## src/rtl/raytracing_fb_scanout.sv

```systemverilog
// Frame-buffer scan-out: reads the pixel RAM word by word and streams RGB565
// pixels (low half first). Read issue is credit-limited so the word FIFO can
// always absorb every in-flight read, whatever the downstream backpressure.
module raytracing_fb_scanout #(
  parameter int NUM_WORDS  = 38400,
  parameter int ADDR_W     = 16,
  parameter int FIFO_DEPTH = 4
) (
  input  logic              clk,
  input  logic              reset,
  input  logic              start,
  output logic              busy,
  output logic              frame_done,
  output logic [ADDR_W-1:0] ram_address,
  output logic              ram_chipselect,
  output logic              ram_write,
  output logic [3:0]        ram_byteenable,
  output logic              ram_clken,
  input  logic [31:0]       ram_readdata,
  output logic [15:0]       pix_data,
  output logic              pix_valid,
  input  logic              pix_ready,
  output logic              pix_sop,
  output logic              pix_eop
);
  localparam int PTR_W = $clog2(FIFO_DEPTH);
  localparam int CNT_W = PTR_W + 1;
  localparam int PIX_W = $clog2(2 * NUM_WORDS);
  localparam logic [ADDR_W-1:0] LAST_WORD = ADDR_W'(NUM_WORDS - 1);
  localparam logic [PIX_W-1:0]  LAST_PIX  = PIX_W'(2 * NUM_WORDS - 1);
  localparam logic [CNT_W-1:0]  DEPTH_C   = CNT_W'(FIFO_DEPTH);

  typedef enum logic [1:0] {S_IDLE, S_RUN, S_DRAIN} state_e;

  state_e            state_q, state_d;
  logic [ADDR_W-1:0] rd_addr_q, rd_addr_d;
  logic              inflight_q, inflight_d;
  logic [CNT_W-1:0]  count_q, count_d;
  logic [PTR_W-1:0]  wr_ptr_q, wr_ptr_d, rd_ptr_q, rd_ptr_d;
  logic              half_q, half_d;
  logic [PIX_W-1:0]  pix_cnt_q, pix_cnt_d;
  logic [31:0]       mem_q [FIFO_DEPTH];
  logic              xfer, last_pix, push, pop;

  assign ram_write      = 1'b0;
  assign ram_byteenable = 4'hF;
  assign ram_clken      = 1'b1;
  assign ram_address    = rd_addr_q;
  assign busy           = (state_q != S_IDLE);

  assign pix_valid = (count_q != '0);
  assign pix_data  = half_q ? mem_q[rd_ptr_q][31:16] : mem_q[rd_ptr_q][15:0];
  assign last_pix  = (pix_cnt_q == LAST_PIX);
  assign pix_sop   = pix_valid & (pix_cnt_q == '0);
  assign pix_eop   = pix_valid & last_pix;
  assign xfer      = pix_valid & pix_ready;
  // RAM q is captured exactly one cycle after its strobe; the hi half retires a word
  assign push      = inflight_q;
  assign pop       = xfer & half_q;

  // Frame sequencing and credit-limited read issue
  always_comb begin
    state_d        = state_q;
    rd_addr_d      = rd_addr_q;
    ram_chipselect = 1'b0;
    frame_done     = 1'b0;
    case (state_q)
      S_IDLE: begin
        if (start) begin
          state_d   = S_RUN;
          rd_addr_d = '0;
        end
      end
      S_RUN: begin
        // words buffered plus the one still coming back must leave a free slot
        if ((count_q + CNT_W'(inflight_q)) < DEPTH_C) begin
          ram_chipselect = 1'b1;
          if (rd_addr_q == LAST_WORD) begin
            state_d = S_DRAIN;
          end else begin
            rd_addr_d = rd_addr_q + ADDR_W'(1);
          end
        end
      end
      S_DRAIN: begin
        if (xfer && last_pix) begin
          frame_done = 1'b1;
          state_d    = S_IDLE;
        end
      end
      default: state_d = S_IDLE;
    endcase
  end

  // FIFO bookkeeping, half-select and pixel position
  always_comb begin
    inflight_d = ram_chipselect;
    count_d    = count_q + CNT_W'(push) - CNT_W'(pop);
    wr_ptr_d   = wr_ptr_q + PTR_W'(push);
    rd_ptr_d   = rd_ptr_q + PTR_W'(pop);
    half_d     = half_q ^ xfer;
    pix_cnt_d  = pix_cnt_q;
    if (xfer) pix_cnt_d = last_pix ? '0 : pix_cnt_q + PIX_W'(1);
  end

  // Control registers; reset drops any read still in flight
  always_ff @(posedge clk) begin
    if (reset) begin
      state_q    <= S_IDLE;
      rd_addr_q  <= '0;
      inflight_q <= 1'b0;
      count_q    <= '0;
      wr_ptr_q   <= '0;
      rd_ptr_q   <= '0;
      half_q     <= 1'b0;
      pix_cnt_q  <= '0;
    end else begin
      state_q    <= state_d;
      rd_addr_q  <= rd_addr_d;
      inflight_q <= inflight_d;
      count_q    <= count_d;
      wr_ptr_q   <= wr_ptr_d;
      rd_ptr_q   <= rd_ptr_d;
      half_q     <= half_d;
      pix_cnt_q  <= pix_cnt_d;
    end
  end

  // Word storage; contents are don't-care while the count says empty
  always_ff @(posedge clk) begin
    if (push) mem_q[wr_ptr_q] <= ram_readdata;
  end

  // A push into a full FIFO means the credit rule was broken
  always_ff @(posedge clk) begin
    if (!reset) assert (!(push && !pop && (count_q == DEPTH_C)));
  end
endmodule

```

## config.mk

```make
export PLATFORM = sky130hd
export DESIGN_NAME = raytracing_fb_scanout
export DESIGN_NICKNAME = d
export VERILOG_FILES = /design/src/rtl/raytracing_fb_scanout.sv
export SDC_FILE = /design/constraint.sdc
export NUM_CORES = 1
export LEC_CHECK = 0
export CORE_AREA = 3 3 139 154
export DETAILED_ROUTE_END_ITERATION = 8
export DIE_AREA = 0 0 142 157
export MAX_ROUTING_LAYER = met4
export PLACE_DENSITY = 0.58
export REMOVE_ABC_BUFFERS = 1
export SLEW_MARGIN = 20
export SYNTH_ARGS = -nofsm -noshare
export SYNTH_HDL_FRONTEND = slang
export SYNTH_SLANG_ARGS = --single-unit
```

## constraint.sdc

```tcl
create_clock -name clk -period 5.4 [get_ports clk]
set_clock_uncertainty 0.2 [all_clocks]
set_input_delay 1.35 -clock clk [delete_from_list [all_inputs] [get_ports clk]]
set_output_delay 1.35 -clock clk [all_outputs]
set_load 0.05 [all_outputs]
```

==> metrics.csv <==
stage;metric;value;unit
worst_setup_path;ff2ff_path_depth;9;
clock_tree;hold_buffers;0;
worst_setup_path;startpoint;pix_cnt_q[10];
die;die_x;142;microns
yosys;ys_ff_latch;172;
clock_tree;clk_latency;0.41;ns
cells_and_area;fin_util;43.9;%
cells_and_area;multiInputGateArea;2280;sq um
die;die_h;157;microns
sta;max_freq;213;MHz
worst_setup_path;critPathLaunchType;register;
clock_tree;cts.sinks;172;
cells_and_area;final_cell_mix;128 x edfxtp_1, 73 x clkdlybuf4s50_1, 42 x dfxtp_1;
global_routing;grt_use_total;13.7;%
clock_tree;ctsRootBufferMaster;clkbuf_16;
route;wl_per_cell;18.0;microns
yosys;synthArstFlopShare;0;%
route;wl_met3;429;microns
worst_setup_path;worstSetupEndpoint;frame_done;
route;drt_iter0_markers;196;
route;vias;4115;
worst_setup_path;critPathMaxFanout;5;
clock_tree;clk_pin_slew_worst_paths;0.07;ns
cells_and_area;antennaDiodeCount;0;
pwr;p_per_area;328;nW/um^2
pwr;ir_drop;0.000207;V
worst_setup_path;ff2ff_setup_slack;2.56;ns
cells_and_area;regArea;4730;sq um
yosys;synth_top_area_share;53.7;%
outcome;status;complete, no violations;
sta;finalSetupTns;0;ns
worst_setup_path;cp-end-kind;output pin;
clock_tree;cts_made_buffers;17;
route;met1Wirelength;6550;microns
placement;gp_congestion;0.817;
worst_setup_path;r2r_start;count_q[0];
sta;setup_viol;0;
placement;dp_hpwl;8660;microns
pwr;power.leakage;2.73;nW
cells_and_area;nets;579;
clock_tree;postCtsSetupBuffers;0;
die;dieArea;22300;sq um
yosys;synth_top_area_cell;edfxtp_1;
global_routing;grt_pass1_wl;23000;microns
cells_and_area;final_common_cell;edfxtp_1;
sta;slew_headroom;30.1;%
yosys;ys_top_cells_by_area;edfxtp_1 54%, dfxtp_1 12%, mux4_2 10%;
worst_setup_path;critPathArrivalTime;3.14;ns
global_routing;grt_max_degree;34;
route;dr_wl_met2;7210;microns
yosys;synthCells;460;
worst_setup_path;regToRegEndpoint;count_q[2];
cells_and_area;areaGrowthSynthToFinish;22.2;%
global_routing;grt_pass1_vias;4334;
worst_setup_path;path_class;register to output pin;
placement;port_buffers;73;
route;vias_per_cell;5.16;
die;coreArea;19900;sq um
route;route.final.wire_length;14300;microns
global_routing;antenna_found_initial;0;
die;rows;54;
route;drc;0;
yosys;yosysSeqAreaShare;66.0;%
yosys;yosys_warnings;0;
clock_tree;cts_buffer_depth;2;
sta;final.period_utilization;86.9;%
die;ios;80;
flow_run;cap_violations;0;
route;highest_layer;met4;
clock_tree;cts_tree;yes;
sta;hold_viol;0;
route;first_pass_iters;4;
cells_and_area;fill_cells;1773;
yosys;synth-main-ff-cell;edfxtp_1;
pwr;power;2.87;mW
sta;slew_violations;0;
sta;rsz0062_at_grt;false;
yosys;synth-edff-count;128;
yosys;synth_cell_types;50;
worst_hold_path;holdCritPathClass;register to register;
global_routing;grt_overflow;0;
clock_tree;h-tree-depth;4;
worst_setup_path;cp.required;3.85;ns
die;start_util;35.9;%
route;ant_nets;0;
sta;tightest_slew;1.05;ns
cells_and_area;drive_gt1_share;20.1;%
yosys;syn_avg_cell_area;15.6;sq um
sta;min_period;4.69;ns
yosys;synthesis.area;7160;sq um
clock_tree;cts_resized;0;
==> metal layers <==
metal | vias up | track usage, %
met4 | 0 | 3.38
li1 | 1970 | -
met3 | 14 | 3.28
met5 | - | -
met2 | 94 | 22.3
met1 | 2037 | 17.4
==> final cells by class <==
type	instances	area share, %
timing repair buffer	78	8.92
multi-input combinational	253	26.1
sequential	172	54.0
clock inverter	15	1.99
inverter	11	0.472
tap	252	3.60
clock buffer	17	4.86
==> synthesized netlist by cell type, drive strengths merged, types with 4 or more instances <==
cell type and instances:
inv 11, xor2 4, edfxtp 128, nor4 9
dfxtp 44, and3 4, o31ai 16, clkbuf 15
mux4 32, o21ai 7, ha 10, or3 6
nand4 10, nand3 14, mux2 16, a21oi 24
xnor2 9, nor2b 5, buf 13, and4 5
nand2 17, nor2 19, nor3 4, or4 17
==> sequential cells by signal (all words and copies together), names as in the netlist <==
name / count
count_q: 3
half_q: 1
inflight_q: 1
mem_q: 128
pix_cnt_q: 17
ram_address: 16
rd_ptr_q: 2
state_q: 2
wr_ptr_q: 2
==> per-stage QoR <==
stage          cells  setup slack (ns)  hold slack [ns]  cell area (sq um)
2_1_floorplan    436              1.32            0.268               7040
3_3_place_gp     766             0.777            0.278               8150
4_1_cts          798             0.669            0.305               8750
6_report         798             0.709            0.309               8750
3_5_place_dp     766             0.753            0.288               8150
5_1_grt          798             0.573            0.329               8750
==> critical path, stage by stage, from the launching register on <==
cell and delay [ns]:
dfxtp_1 0.35, or4_4 0.55, or3_4 0.44, or3_1 0.39, nor4_2 0.15, clkdlybuf4s50_1 0.84
==> cell families after synthesis <==
| logic type | share of synthesized area (%) |
|---|---|
| multiplexers | 12.9 |
| AO/OA/AOI/OAI | 4.82 |
| buffers and inverters | 2.55 |
| other | 0.105 |
| XOR/XNOR | 1.59 |
| flip-flops | 66.0 |
| AND/OR/NAND/NOR | 10.4 |
| adder cells (fa/ha/maj) | 1.75 |
==> worst min-delay path by stage <==
stage / start / to / slack [ns] / cells after the start
2_1_floorplan: pix_cnt_q[0] / pix_cnt_q[0] / 0.27 / 2
3_3_place_gp: ram_address[5] / ram_address[5] / 0.28 / 2
3_5_place_dp: ram_address[15] / ram_address[15] / 0.29 / 2
4_1_cts: ram_address[15] / ram_address[15] / 0.30 / 2
5_1_grt: ram_address[5] / ram_address[5] / 0.33 / 2
6_report: pix_cnt_q[14] / pix_cnt_q[14] / 0.31 / 2
==> power breakdown <==
group | leakage (nW) | total (mW) | switching (mW) | internal [mW]
combinational | 0.928 | 0.204 | 0.124 | 0.0805
clock | 0.284 | 1.22 | 0.553 | 0.662
sequential | 1.51 | 1.45 | 0.0143 | 1.44
total | 2.73 | 2.87 | 0.691 | 2.18
Note: power is estimated with default switching activity, not from simulation.
